==> config.mk <==
export PLATFORM = sky130hd
export DESIGN_NAME = count_snapshot_fifo_flat
export DESIGN_NICKNAME = d
export VERILOG_FILES = /design/src/rtl/count_snapshot_fifo_if.sv /design/src/rtl/count_snapshot_fifo.sv /design/src/flat_wrapper.sv
export SDC_FILE = /design/constraint.sdc
export NUM_CORES = 1
export LEC_CHECK = 0
export CAP_MARGIN = 10
export CORE_ASPECT_RATIO = 0.7
export CORE_UTILIZATION = 55
export CTS_CLUSTER_SIZE = 25
export DETAILED_ROUTE_END_ITERATION = 12
export PLACE_DENSITY = 0.84
export SLEW_MARGIN = 20
export SYNTH_ARGS = -nofsm -noshare
export SYNTH_HDL_FRONTEND = slang
export SYNTH_SLANG_ARGS = --single-unit
==> constraint.sdc <==
create_clock -name clk_i -period 3.2 [get_ports clk_i]
set_clock_uncertainty 0.15 [all_clocks]
set_input_delay 0.8 -clock clk_i [delete_from_list [all_inputs] [get_ports clk_i]]
set_output_delay 0.8 -clock clk_i [all_outputs]
set_load 0.01 [all_outputs]
==> src/rtl/count_snapshot_fifo_if.sv <==
// Snapshot FIFO port bundle: upstream counter taps and requests in, FIFO head and status out.
// The slave modport is the FIFO side; the master modport is the driver side.
interface count_snapshot_fifo_if #(
    parameter int EXT_W = 8,
    parameter int DEPTH = 4
);
    localparam int LVL_W = $clog2(DEPTH) + 1;

    logic [3:0]         cnt;
    logic               cout;
    logic               cnt_en;
    logic               capture;
    logic               rd_en;
    logic               ovf_clr;
    logic [EXT_W+3:0]   rd_data;
    logic               empty;
    logic               full;
    logic [LVL_W-1:0]   level;
    logic               overflow;
    logic               ext_carry;

    modport slave (
        input  cnt, cout, cnt_en, capture, rd_en, ovf_clr,
        output rd_data, empty, full, level, overflow, ext_carry
    );

    modport master (
        output cnt, cout, cnt_en, capture, rd_en, ovf_clr,
        input  rd_data, empty, full, level, overflow, ext_carry
    );
endinterface

==> src/rtl/count_snapshot_fifo.sv <==
// Extends a 4-bit counter by EXT_W bits and queues {ext, nibble} snapshots on Capture rising edges.
// Latency: one cycle push-to-head; reads are show-ahead; a snapshot pushed while full is dropped and flagged.
module count_snapshot_fifo #(
    parameter int EXT_W = 8,
    parameter int DEPTH = 4
) (
    input logic                  clk_i,
    input logic                  rst_ni,
    count_snapshot_fifo_if.slave snap_if
);
    localparam int PTR_W = $clog2(DEPTH);
    localparam int LVL_W = PTR_W + 1;
    localparam int DAT_W = EXT_W + 4;

    logic [EXT_W-1:0] ext_q, ext_d;
    logic             ext_carry_q, ext_carry_d;
    logic             cap_q;
    logic             ovf_q, ovf_d;
    logic [PTR_W-1:0] wr_ptr_q, wr_ptr_d;
    logic [PTR_W-1:0] rd_ptr_q, rd_ptr_d;
    logic [LVL_W-1:0] level_q, level_d;
    logic [DAT_W-1:0] mem [DEPTH];

    logic             inc;
    logic             push_req;
    logic             pop;
    logic             push_ok;
    logic             drop;
    logic             is_empty;
    logic             is_full;
    logic [DAT_W-1:0] snapshot;

    assign is_empty = (level_q == '0);
    assign is_full  = (level_q == LVL_W'(DEPTH));
    assign inc      = snap_if.cout & snap_if.cnt_en;
    assign push_req = snap_if.capture & ~cap_q;
    assign pop      = snap_if.rd_en & ~is_empty;
    // A pop frees the slot in the same cycle, so a full FIFO still accepts the push.
    assign push_ok  = push_req & (~is_full | pop);
    assign drop     = push_req & ~push_ok;
    // Pre-increment extension: a capture coinciding with a carry stores the old value.
    assign snapshot = {ext_q, snap_if.cnt};

    always_comb begin
        ext_d       = ext_q;
        ext_carry_d = 1'b0;
        ovf_d       = ovf_q;
        wr_ptr_d    = wr_ptr_q;
        rd_ptr_d    = rd_ptr_q;
        level_d     = level_q;

        if (inc) begin
            ext_d       = ext_q + EXT_W'(1);
            ext_carry_d = (ext_q == {EXT_W{1'b1}});
        end

        if (drop) begin
            ovf_d = 1'b1;
        end else if (snap_if.ovf_clr) begin
            ovf_d = 1'b0;
        end

        if (push_ok) begin
            wr_ptr_d = wr_ptr_q + PTR_W'(1);
        end
        if (pop) begin
            rd_ptr_d = rd_ptr_q + PTR_W'(1);
        end

        case ({push_ok, pop})
            2'b10:   level_d = level_q + LVL_W'(1);
            2'b01:   level_d = level_q - LVL_W'(1);
            default: level_d = level_q;
        endcase
    end

    always_ff @(posedge clk_i or negedge rst_ni) begin
        if (!rst_ni) begin
            ext_q       <= '0;
            ext_carry_q <= 1'b0;
            cap_q       <= 1'b1;
            ovf_q       <= 1'b0;
            wr_ptr_q    <= '0;
            rd_ptr_q    <= '0;
            level_q     <= '0;
        end else begin
            ext_q       <= ext_d;
            ext_carry_q <= ext_carry_d;
            cap_q       <= snap_if.capture;
            ovf_q       <= ovf_d;
            wr_ptr_q    <= wr_ptr_d;
            rd_ptr_q    <= rd_ptr_d;
            level_q     <= level_d;
        end
    end

    // Storage is left unreset; pointers and level alone define what is valid.
    always_ff @(posedge clk_i) begin
        if (push_ok) begin
            mem[wr_ptr_q] <= snapshot;
        end
    end

    assign snap_if.rd_data   = is_empty ? '0 : mem[rd_ptr_q];
    assign snap_if.empty     = is_empty;
    assign snap_if.full      = is_full;
    assign snap_if.level     = level_q;
    assign snap_if.overflow  = ovf_q;
    assign snap_if.ext_carry = ext_carry_q;
endmodule

==> src/flat_wrapper.sv <==
// flat-port wrapper written by rule: the top's interface ports become plain ports
module count_snapshot_fifo_flat 
#(
    parameter int EXT_W = 8,
    parameter int DEPTH = 4
)
  (clk_i, rst_ni, snap_if_cnt, snap_if_cout, snap_if_cnt_en, snap_if_capture, snap_if_rd_en, snap_if_ovf_clr, snap_if_rd_data, snap_if_empty, snap_if_full, snap_if_level, snap_if_overflow, snap_if_ext_carry);
  count_snapshot_fifo_if #(.EXT_W(EXT_W), .DEPTH(DEPTH)) snap_if_i ();
  input logic clk_i;
  input logic rst_ni;
  input wire logic [$bits(snap_if_i.cnt)-1:0] snap_if_cnt;
  input wire logic [$bits(snap_if_i.cout)-1:0] snap_if_cout;
  input wire logic [$bits(snap_if_i.cnt_en)-1:0] snap_if_cnt_en;
  input wire logic [$bits(snap_if_i.capture)-1:0] snap_if_capture;
  input wire logic [$bits(snap_if_i.rd_en)-1:0] snap_if_rd_en;
  input wire logic [$bits(snap_if_i.ovf_clr)-1:0] snap_if_ovf_clr;
  output wire logic [$bits(snap_if_i.rd_data)-1:0] snap_if_rd_data;
  output wire logic [$bits(snap_if_i.empty)-1:0] snap_if_empty;
  output wire logic [$bits(snap_if_i.full)-1:0] snap_if_full;
  output wire logic [$bits(snap_if_i.level)-1:0] snap_if_level;
  output wire logic [$bits(snap_if_i.overflow)-1:0] snap_if_overflow;
  output wire logic [$bits(snap_if_i.ext_carry)-1:0] snap_if_ext_carry;
  assign snap_if_i.cnt = snap_if_cnt;
  assign snap_if_i.cout = snap_if_cout;
  assign snap_if_i.cnt_en = snap_if_cnt_en;
  assign snap_if_i.capture = snap_if_capture;
  assign snap_if_i.rd_en = snap_if_rd_en;
  assign snap_if_i.ovf_clr = snap_if_ovf_clr;
  assign snap_if_rd_data = snap_if_i.rd_data;
  assign snap_if_empty = snap_if_i.empty;
  assign snap_if_full = snap_if_i.full;
  assign snap_if_level = snap_if_i.level;
  assign snap_if_overflow = snap_if_i.overflow;
  assign snap_if_ext_carry = snap_if_i.ext_carry;
  count_snapshot_fifo #(.EXT_W(EXT_W), .DEPTH(DEPTH)) u_core (.clk_i(clk_i), .rst_ni(rst_ni), .snap_if(snap_if_i));
endmodule
; ---- Word level (Yosys, flattened, before mapping)
; Memory sizes are Yosys's and may differ from the RTL's.
; Index checks and enable logic that the tools add are counted.
; W data, S select, Z words.
[op_classes]
n_addsub = 5
eq_ne = 4
muxes = 7
bitwise = 10
reduce_logical = 3
[op_table]
columns = op, n
row1 = $mux W12, 1
row2 = $add A8 B1 Y8 const B, 1
row3 = $eq A8 B8 Y1 const B, 1
row4 = $pmux W3 S2, 1
row5 = $and A1 B1 Y1, 5
row6 = $mux W1, 5
row7 = $add A2 B1 Y2 const B, 2
row8 = $not A1 Y1, 4
row9 = $reduce_bool A2 Y1, 2
row10 = $add A3 B1 Y3 const B, 1
row11 = $eq A3 B3 Y1 const B, 1
row12 = $logic_not A3 Y1, 1
row13 = $sub A3 B1 Y3 const B, 1
row14 = $eq A2 B1 Y1 const B, 1
row15 = $eq A2 B2 Y1 const B, 1
row16 = $or A1 B1 Y1, 1
[totals]
register_bits = 18
mem_bits_rw = 48
input_bits = 11
out_inout_bits = 19
elab_cells = 37
n_memories = 1
[mem_list]
columns = memory, words, width, read_ports, rd_ports_with_merged_regs, wr, line_no
row1 = u_core.mem, 4, 12, 1, 0, 1, count_snapshot_fifo.sv:22  ; logic [DAT_W-1:0] mem [DEPTH];

; ---- Longest topological paths before layout
[logic_depth]
word_depth = 8
ltp_mapped = 9
ltp_nobuf = 9

; ---- Least setup slack after synthesis
; OpenSTA, ideal clock, no wires.
[synth_timing]
path_type = input -> register
start = input snap_if_rd_en
end = register u_core.level_q[2], in the netlist u_core.snap_if.level[2]
setup_ns = 0.079
arrival_time_ns = 2.477
required_time_ns = 2.971
slack_ns = 0.493
stages = 9
n_path_buf = 0
path_cell_list = or4b_1 nor3b_4 inv_1 ha_1 inv_1 fa_1 xor2_1 nor2_1 xor2_1
[synth_via]
elab_chain_len = 5
elab_cells_between_ends = 7
cone_classes = 2 x eq/ne / 1 x mux / 3 x bitwise / 1 x reduce/logical
[synth_rtl]
columns = item, line_no
row1 = start: declaration, flat_wrapper.sv:15  ; input wire logic [$bits(snap_if_i.rd_en)-1:0] snap_if_rd_en;
row2 = $and A1 B1 Y1 (*), count_snapshot_fifo.sv:37  ; assign pop = snap_if.rd_en & ~is_empty;
row3 = $or A1 B1 Y1, count_snapshot_fifo.sv:39  ; assign push_ok = push_req & (~is_full | pop);
row4 = $and A1 B1 Y1, count_snapshot_fifo.sv:39
row5 = $eq A2 B1 Y1 or $eq A2 B2 Y1 (tied branches), count_snapshot_fifo.sv:70  ; case ({push_ok, pop})
row6 = $pmux W3 S2 or $reduce_bool A2 Y1 (tied branches), n/a
row7 = end signal: assignment, count_snapshot_fifo.sv:93  ; level_q <= level_d;
row8 = end: declaration, count_snapshot_fifo.sv:21  ; logic [LVL_W-1:0] level_q, level_d;
; Mark *: on every way between the ends. The rest lies on a longest branch, timed or not.
; A chain may end at the register's enable or synchronous reset.

; ---- Worst setup path after layout
[layout_timing]
start = register u_core.rd_ptr_q[1]
end = output snap_if_rd_data[0]
[layout_via]
elab_chain_len = 2
[layout_rtl]
columns = item, line_no
row1 = start: declaration, count_snapshot_fifo.sv:20  ; logic [PTR_W-1:0] rd_ptr_q, rd_ptr_d;
row2 = start signal: assignment, count_snapshot_fifo.sv:92  ; rd_ptr_q <= rd_ptr_d;
row3 = $mem_v2 Z4 W12, n/a
row4 = $mux W12, count_snapshot_fifo.sv:104  ; assign snap_if.rd_data = is_empty ? '0 : mem[rd_ptr_q];
row5 = end: declaration, flat_wrapper.sv:17  ; output wire logic [$bits(snap_if_i.rd_data)-1:0] snap_if_rd_data;
; Every way passes these cells.

==> out/metrics.csv <==
stage,metric,value,unit
cts,cts.reportedPaths.clkPinSlew,0.07,ns
cells_and_area,final_nets,208,
critical_path,rr_worst_depth,9,
logic_synthesis,synth_async_sr_flop_share,0.273,
critical_path,critical_path.startpoint,u_core.rd_ptr_q[1],
global_routing,grt_use_met1,0.242,
critical_path,end_kind,output pin,
critical_path,path_class,flop to output pin,
critical_path,path_delay_family,flip-flops,
critical_path,cp_max_fo,13,
floorplan,die_w,85.7,um
critical_path,cp.depth,3,
logic_synthesis,yosysMostFrequentCell,edfxtp_1,
cells_and_area,finish.utilization,0.722,
logic_synthesis,netlist.area_leader.share,0.534,
global_routing,grt_pass1_vias,1402,
routing,drcViolationCount,0,
floorplan,num_rows,20,
routing,drt-total-wl,4570,um
critical_path,rr_endpoint,u_core.snap_if.level[2],
routing,wl_per_cell,17.5,um
cts,cts.repair.resized,0,
global_routing,grt_use_total,0.200,
logic_synthesis,avgSynthCellArea,18.0,um2
power,powerDensity,894,mW/mm2
worst_hold_path,hp-class,flop to flop,
routing,vias_per_cell,5.23,
logic_synthesis,synth_fp_nets,168,
logic_synthesis,synth_common_cells,"48 x edfxtp_1, 17 x dfrtp_1, 13 x nor2b_1",
flow_run,drv_cap,0,
logic_synthesis,yosys.cell_types.count,29,
floorplan,initial_utilization,0.596,
logic_synthesis,ys_ff_latch,66,
critical_path,critPathLaunchType,flop,
cts,hold_buffers,0,
cts,cts.sinks,66,
global_routing,grt_use_met2,0.325,
place,dp_hpwl,3140,um
floorplan,die_area,0.00520,mm2
cts,postCtsSetupBuffers,0,
global_routing,busiest_layer,met2,
cells_and_area,drive_gt1_frac,0.200,
cts,cts_tree,yes,
global_routing,grt_first_pass_wirelength,7040,um
floorplan,design.core.area,0.00453,mm2
place,portBuffers,29,
timing,fin_crit,3.03,ns
critical_path,worstPathRequired,2.25,ns
cts,cts_buffer_depth,2,
timing,period_share,0.948,
place,dp_slack,-0.142,ns
logic_synthesis,synthesis.area,0.00270,mm2
routing,dr.pass1.iters,4,
logic_synthesis,synth_edf_count,48,
floorplan,io_pins,30,
outcome,status,finished clean,
routing,drtIter0Drc,91,
timing,fin_ws,0.166,ns
global_routing,grt_max_degree,19,
critical_path,crit_path_top_delay_cell,dfrtp_1,
place,gp_congestion,0.702,
global_routing,grt-ovfl-total,0,
cts,htreeDepth,3,
logic_synthesis,synth_top_area_cell,edfxtp_1,
critical_path,crit_buf_inv,1,
timing,setup_viol,0,
routing,num_vias,1365,
timing,slew_violations,0,
floorplan,die_y,60.6,um
power,power_leakage,1.21,nW
global_routing,antenna_found_initial,0,
critical_path,slowest_delay,0.71,ns
logic_synthesis,ys_top_cells_by_area,"edfxtp_1 53%, dfrtp_1 16%, mux4_2 10%",
critical_path,endpoint,snap_if_rd_data[0],
timing,tightest_slew,0.811,ns
critical_path,rr_startpoint,u_core.snap_if.level[0],
power,peakVddDrop,462,uV
cts,cts_root_buffer,clkbuf_8,
critical_path,critPathArrivalTime,2.08,ns
timing,final_hold_viol_count,0,
global_routing,met3_usage,0.0680,
critical_path,reg2reg_slack,0.59,ns
logic_synthesis,netlist_instances,150,
cts,clk_latency,0.33,ns
cells_and_area,instances_no_fill,261,
logic_synthesis,ys.flop_type,edfxtp_1,
routing,postRouteAntennaNets,0,
timing,rsz0062_at_grt,false,
logic_synthesis,yosys_warnings,0,
place,place_inst,245,
logic_synthesis,seq_area_frac_synth,0.701,
cells_and_area,n_antenna_cell,0,
cts,cts_made_buffers,9,
cells_and_area,area_delta_synth_final,21.1,%
timing,max_freq,330,MHz
critical_path,crit_chain,mux4_2 -> nor2b_1 -> clkdlybuf4s50_1,
timing,slew-limit-headroom,0.458,
## logic make-up after synthesis
| logic type | after synthesis | synth area share |
|---|---|---|
| AOI/OAI and AO/OA | 1 | 0.00324 |
| and+or+nand+nor | 35 | 0.0843 |
| adders and majority gates | 7 | 0.0352 |
| muxes | 15 | 0.114 |
| xor gates and xnor gates | 13 | 0.0422 |
| buffers and inverters | 13 | 0.0204 |
| DFF | 66 | 0.701 |
## power breakdown
| part | total (mW) | switching (mW) | internal, mW | leakage, nW |
|---|---|---|---|---|
| Combinational | 0.990 | 0.405 | 0.585 | 0.449 |
| Sequential | 1.29 | 0.169 | 1.12 | 0.657 |
| Clock | 0.643 | 0.295 | 0.348 | 0.102 |
| Total | 2.93 | 0.869 | 2.06 | 1.21 |
## worst min path at each step
stage | depth (start not counted) | slack, ns | start | to
floorplan | 0 | 0.34 | u_core.ext_q[6] | u_core.mem[0][10]
global placement | 0 | 0.36 | u_core.ext_q[6] | u_core.mem[2][10]
detailed placement | 2 | 0.38 | u_core.snap_if.overflow | u_core.snap_if.overflow
CTS | 2 | 0.39 | u_core.snap_if.overflow | u_core.snap_if.overflow
global route | 2 | 0.41 | u_core.snap_if.overflow | u_core.snap_if.overflow
finish | 2 | 0.39 | u_core.snap_if.overflow | u_core.snap_if.overflow
## registers in the layout (all words and copies together) (netlist names)
name                      count
u_core.mem                   48
u_core.ext_q                  8
u_core.snap_if.level          3
u_core.rd_ptr_q               2
u_core.wr_ptr_q               2
u_core.cap_q                  1
u_core.snap_if.ext_carry      1
u_core.snap_if.overflow       1
## final cells by class
class                   instances  area (um2)
clock buffers                  12         166
clock inverters                 4        22.5
fillers                       275        1260
inverters                       9        33.8
multi-input cells              71         752
flip-flops and latches         66        1890
well taps                      66        82.6
repair buffers                 33         320
## routing by layer
layer	part of all wire	vias up
met5	0	-
met4	0.016	0
met3	0.039	7
met2	0.50	33
met1	0.44	691
li1	-	634
## metrics by stage
| step | cell area, um2 | hold slack (ns) | TNS (ns) | power [mW] |
|---|---|---|---|---|
| floorplan | 2700 | 0.339 | 0 | 1.85 |
| global placement | 3080 | 0.365 | 0 | 2.25 |
| detailed placement | 3080 | 0.381 | -0.142 | 2.31 |
| CTS | 3270 | 0.392 | 0 | 2.95 |
| global route | 3270 | 0.411 | 0 | 3.07 |
| finish | 3270 | 0.386 | 0 | 2.93 |
## worst min-delay path: cells and delay by family, from the launching register on
kind	cells	cell delay (ns)
compound gates	1	0.07
buf+inv	1	0.05
flops	1	0.37
## cell usage in the layout (no fill, tap or decap)
cell type and instances:
mux2_4 1, ha_1 6, xnor2_1 9, xor2_1 4
nand3b_1 1, mux4_2 12, inv_4 2, dfrtp_1 17
or4b_1 1, clkbuf_8 10, edfxtp_1 48, clkinv_2 2
dfstp_2 1, fa_1 1, and2_0 1, nand2_1 4
inv_1 9, nor3_1 2, nor2b_1 13, and3_1 3
and2_2 4, buf_4 4, nor3b_4 1, clkbuf_1 1
o32ai_1 1, nor2_1 1, clkdlybuf4s50_1 29, mux2i_1 1
nand4_1 2, nor4b_1 1, nand3_1 1, clkbuf_16 1
mux2_2 1
(Power assumes the default switching activity.)
==> RTL edit (same flow settings) <==
`EXT_W` is set to 8 in 3 places; all go to 12.
--- a/src/rtl/count_snapshot_fifo_if.sv
+++ b/src/rtl/count_snapshot_fifo_if.sv
@@ -3,3 +3,3 @@
 interface count_snapshot_fifo_if #(
-    parameter int EXT_W = 8,
+    parameter int EXT_W = 12,
     parameter int DEPTH = 4
--- a/src/rtl/count_snapshot_fifo.sv
+++ b/src/rtl/count_snapshot_fifo.sv
@@ -3,3 +3,3 @@
 module count_snapshot_fifo #(
-    parameter int EXT_W = 8,
+    parameter int EXT_W = 12,
     parameter int DEPTH = 4
--- a/src/flat_wrapper.sv
+++ b/src/flat_wrapper.sv
@@ -3,3 +3,3 @@
 #(
-    parameter int EXT_W = 8,
+    parameter int EXT_W = 12,
     parameter int DEPTH = 4
Interface: changed (resized snap_if_rd_data); port bits go from 30 to 34. No check against the original RTL was run, so the function may have changed too.
==> RTL edit against the original RTL <==
Design area is 30% higher. Sequential cell count increased by 20. Total power rose by 25%. The run now ends with DRC left. Register-to-register slack improved by 0.09 ns. Non-clock buffer count up 13. Area after synthesis increased by 32%. Worst setup slack worse by 0.056 ns. Wire length rose by 30%.
==> RTL edit: results (changes against the original RTL) <==
| Metric | Value |
|---|---|
| Layout cells sized above 1 | `19.2% (-0.77 points)` |
| VDD IR max | `481 uV (+4.1%)` |
| Routed vias/inst | `5.56 (+6.2%)` |
| Layout Cells excl Fill | `338 (+30%)` |
| Top cells by area, synth | `edfxtp_1 54%, dfrtp_1 15%, mux4_2 10%` |
| Mapped Cells | `206 (+37%)` |
| Max FFs per register | `64 (+33%)` |
| Yosys cell types | `36 (+24%)` |
| First-pass GRT wire length | `9.57 mm (+36%)` |
| Number of synthesized flops with an enable pin | `64 (+33%)` |
| Failing checks | `DRC` |
| Leading cell types by count after synthesis | `64 x edfxtp_1, 21 x dfrtp_1, 20 x and2_1` |
| Inst Count DP | `322 (+31%)` |
| Largest net degree at the start of global routing | `23 (+4)` |
| Wirelength per Cell | `17.5 um (about the same)` |
| Residual DRC | `2 (+2)` |
| TritonRoute pass-1 iters | `10 (+6)` |
| Sequential element share of the synthesized area | `69.6% (-0.47 points)` |
| Routability cong. | `0.792 (+13%)` |
| Async set or reset register ratio after synthesis | `25.6% (-1.7 points)` |
| Vias in the first global route | `1896 (+35%)` |
| CP peak stage delay | `0.64 ns (-0.07 ns)` |
| Lkg Pwr | `1.58 nW (+31%)` |
| # fillers | `409 (+49%)` |
| Outcome | `complete, but fails checks` |
| Slew headroom | `58.8% (+13 points)` |
| Area after DPL | `0.00402 mm^2 (+30%)` |
| Slowest-stage cell, CP | `or3_1` |
| Post-DP HPWL | `3.86 mm (+23%)` |
| Pre-CTS setup slack | `0.302 ns (+0.443 ns)` |
| Starting DRT DRC Count | `93 (+2.2%)` |
| CP arrival | `2.14 ns (+0.06 ns)` |
| CP max FO | `20 (+7)` |
| Nets | `272 (+31%)` |
| Syn Nets | `223 (+33%)` |
| Reg with most FFs | `u_core.mem` |
| Tot GR Track Use | `19.4% (-0.64 points)` |
| Port Buffers | `33 (+14%)` |
==> RTL edit: cell count changes after synthesis, moves of 3 or more <==
cell	delta
edfxtp_1	+16
buf_6	+3
nor2b_1	-12
nor2_1	+6
and2_2	-4
nand2_1	+3
mux4_2	+4
xnor2_1	+3
and2_1	+20
nand3_1	+6
dfrtp_1	+4
==> RTL edit: worst max-delay path, delay by kind of cell, from the launching register on <==
family | cells | cell delay, ns
buffers and inverters | 1 | 0.48
flip-flops | 1 | 0.40
AND/OR/NAND/NOR | 2 | 0.92
==> RTL edit: cell families after synthesis <==
kind of cell	count (synthesis)	share of synthesized area, %
adder cells (fa/ha/maj)	6	2.32
AND/OR/NAND/NOR	53	8.24
AO/OA/AOI/OAI	10	2.36
flip-flops	86	69.6
XOR/XNOR	16	3.94
buffers and inverters	17	2.61
multiplexers	18	10.9
==> RTL edit: area by class of cell <==
cell class / instances / area [um^2] / area share, %
clock buffer: 12 / 145 / 3.42
clock inverter: 4 / 70.1 / 1.65
inverter: 9 / 33.8 / 0.797
multi-input combinational: 103 / 986 / 23.3
sequential: 86 / 2470 / 58.4
tap: 78 / 97.6 / 2.30
timing repair buffer: 46 / 432 / 10.2
==> RTL edit: final timing paths <==
path / start / endpoint / slack, ns / depth (start not counted)
worst max-delay path: u_core.snap_if.level[2] / snap_if_rd_data[6] / 0.11 / 3
worst min-delay path: u_core.snap_if.overflow / u_core.snap_if.overflow / 0.38 / 2
worst max register to register: u_core.snap_if.level[2] / u_core.snap_if.level[2] / 0.68 / 5
worst min register to register: u_core.snap_if.overflow / u_core.snap_if.overflow / 0.38 / 2
max in group asynchronous: rst_ni / u_core.cap_q / 1.96 / 2
min in group asynchronous: rst_ni / u_core.snap_if.level[1] / 0.65 / 2
==> RTL edit: layer usage <==
layer	vias to the layer above	track usage [%]	wire length, um
met5	-	0	0
met4	0	5.72	24
met3	2	6.96	414
met2	66	30.1	2920
met1	936	26.0	2560
li1	874	-	-
==> RTL edit: what timing repair did <==
action,CTS,global route
resized for setup,0,2
buffers inserted,0,0
endpoints found under the setup margin,0,5
==> RTL edit: power by group <==
| group | switching [mW] | total, mW | internal (mW) |
|---|---|---|---|
| clock | 0.340 | 0.799 | 0.459 |
| combinational | 0.562 | 1.31 | 0.744 |
| sequential | 0.136 | 1.55 | 1.41 |
| total | 1.04 | 3.65 | 2.61 |
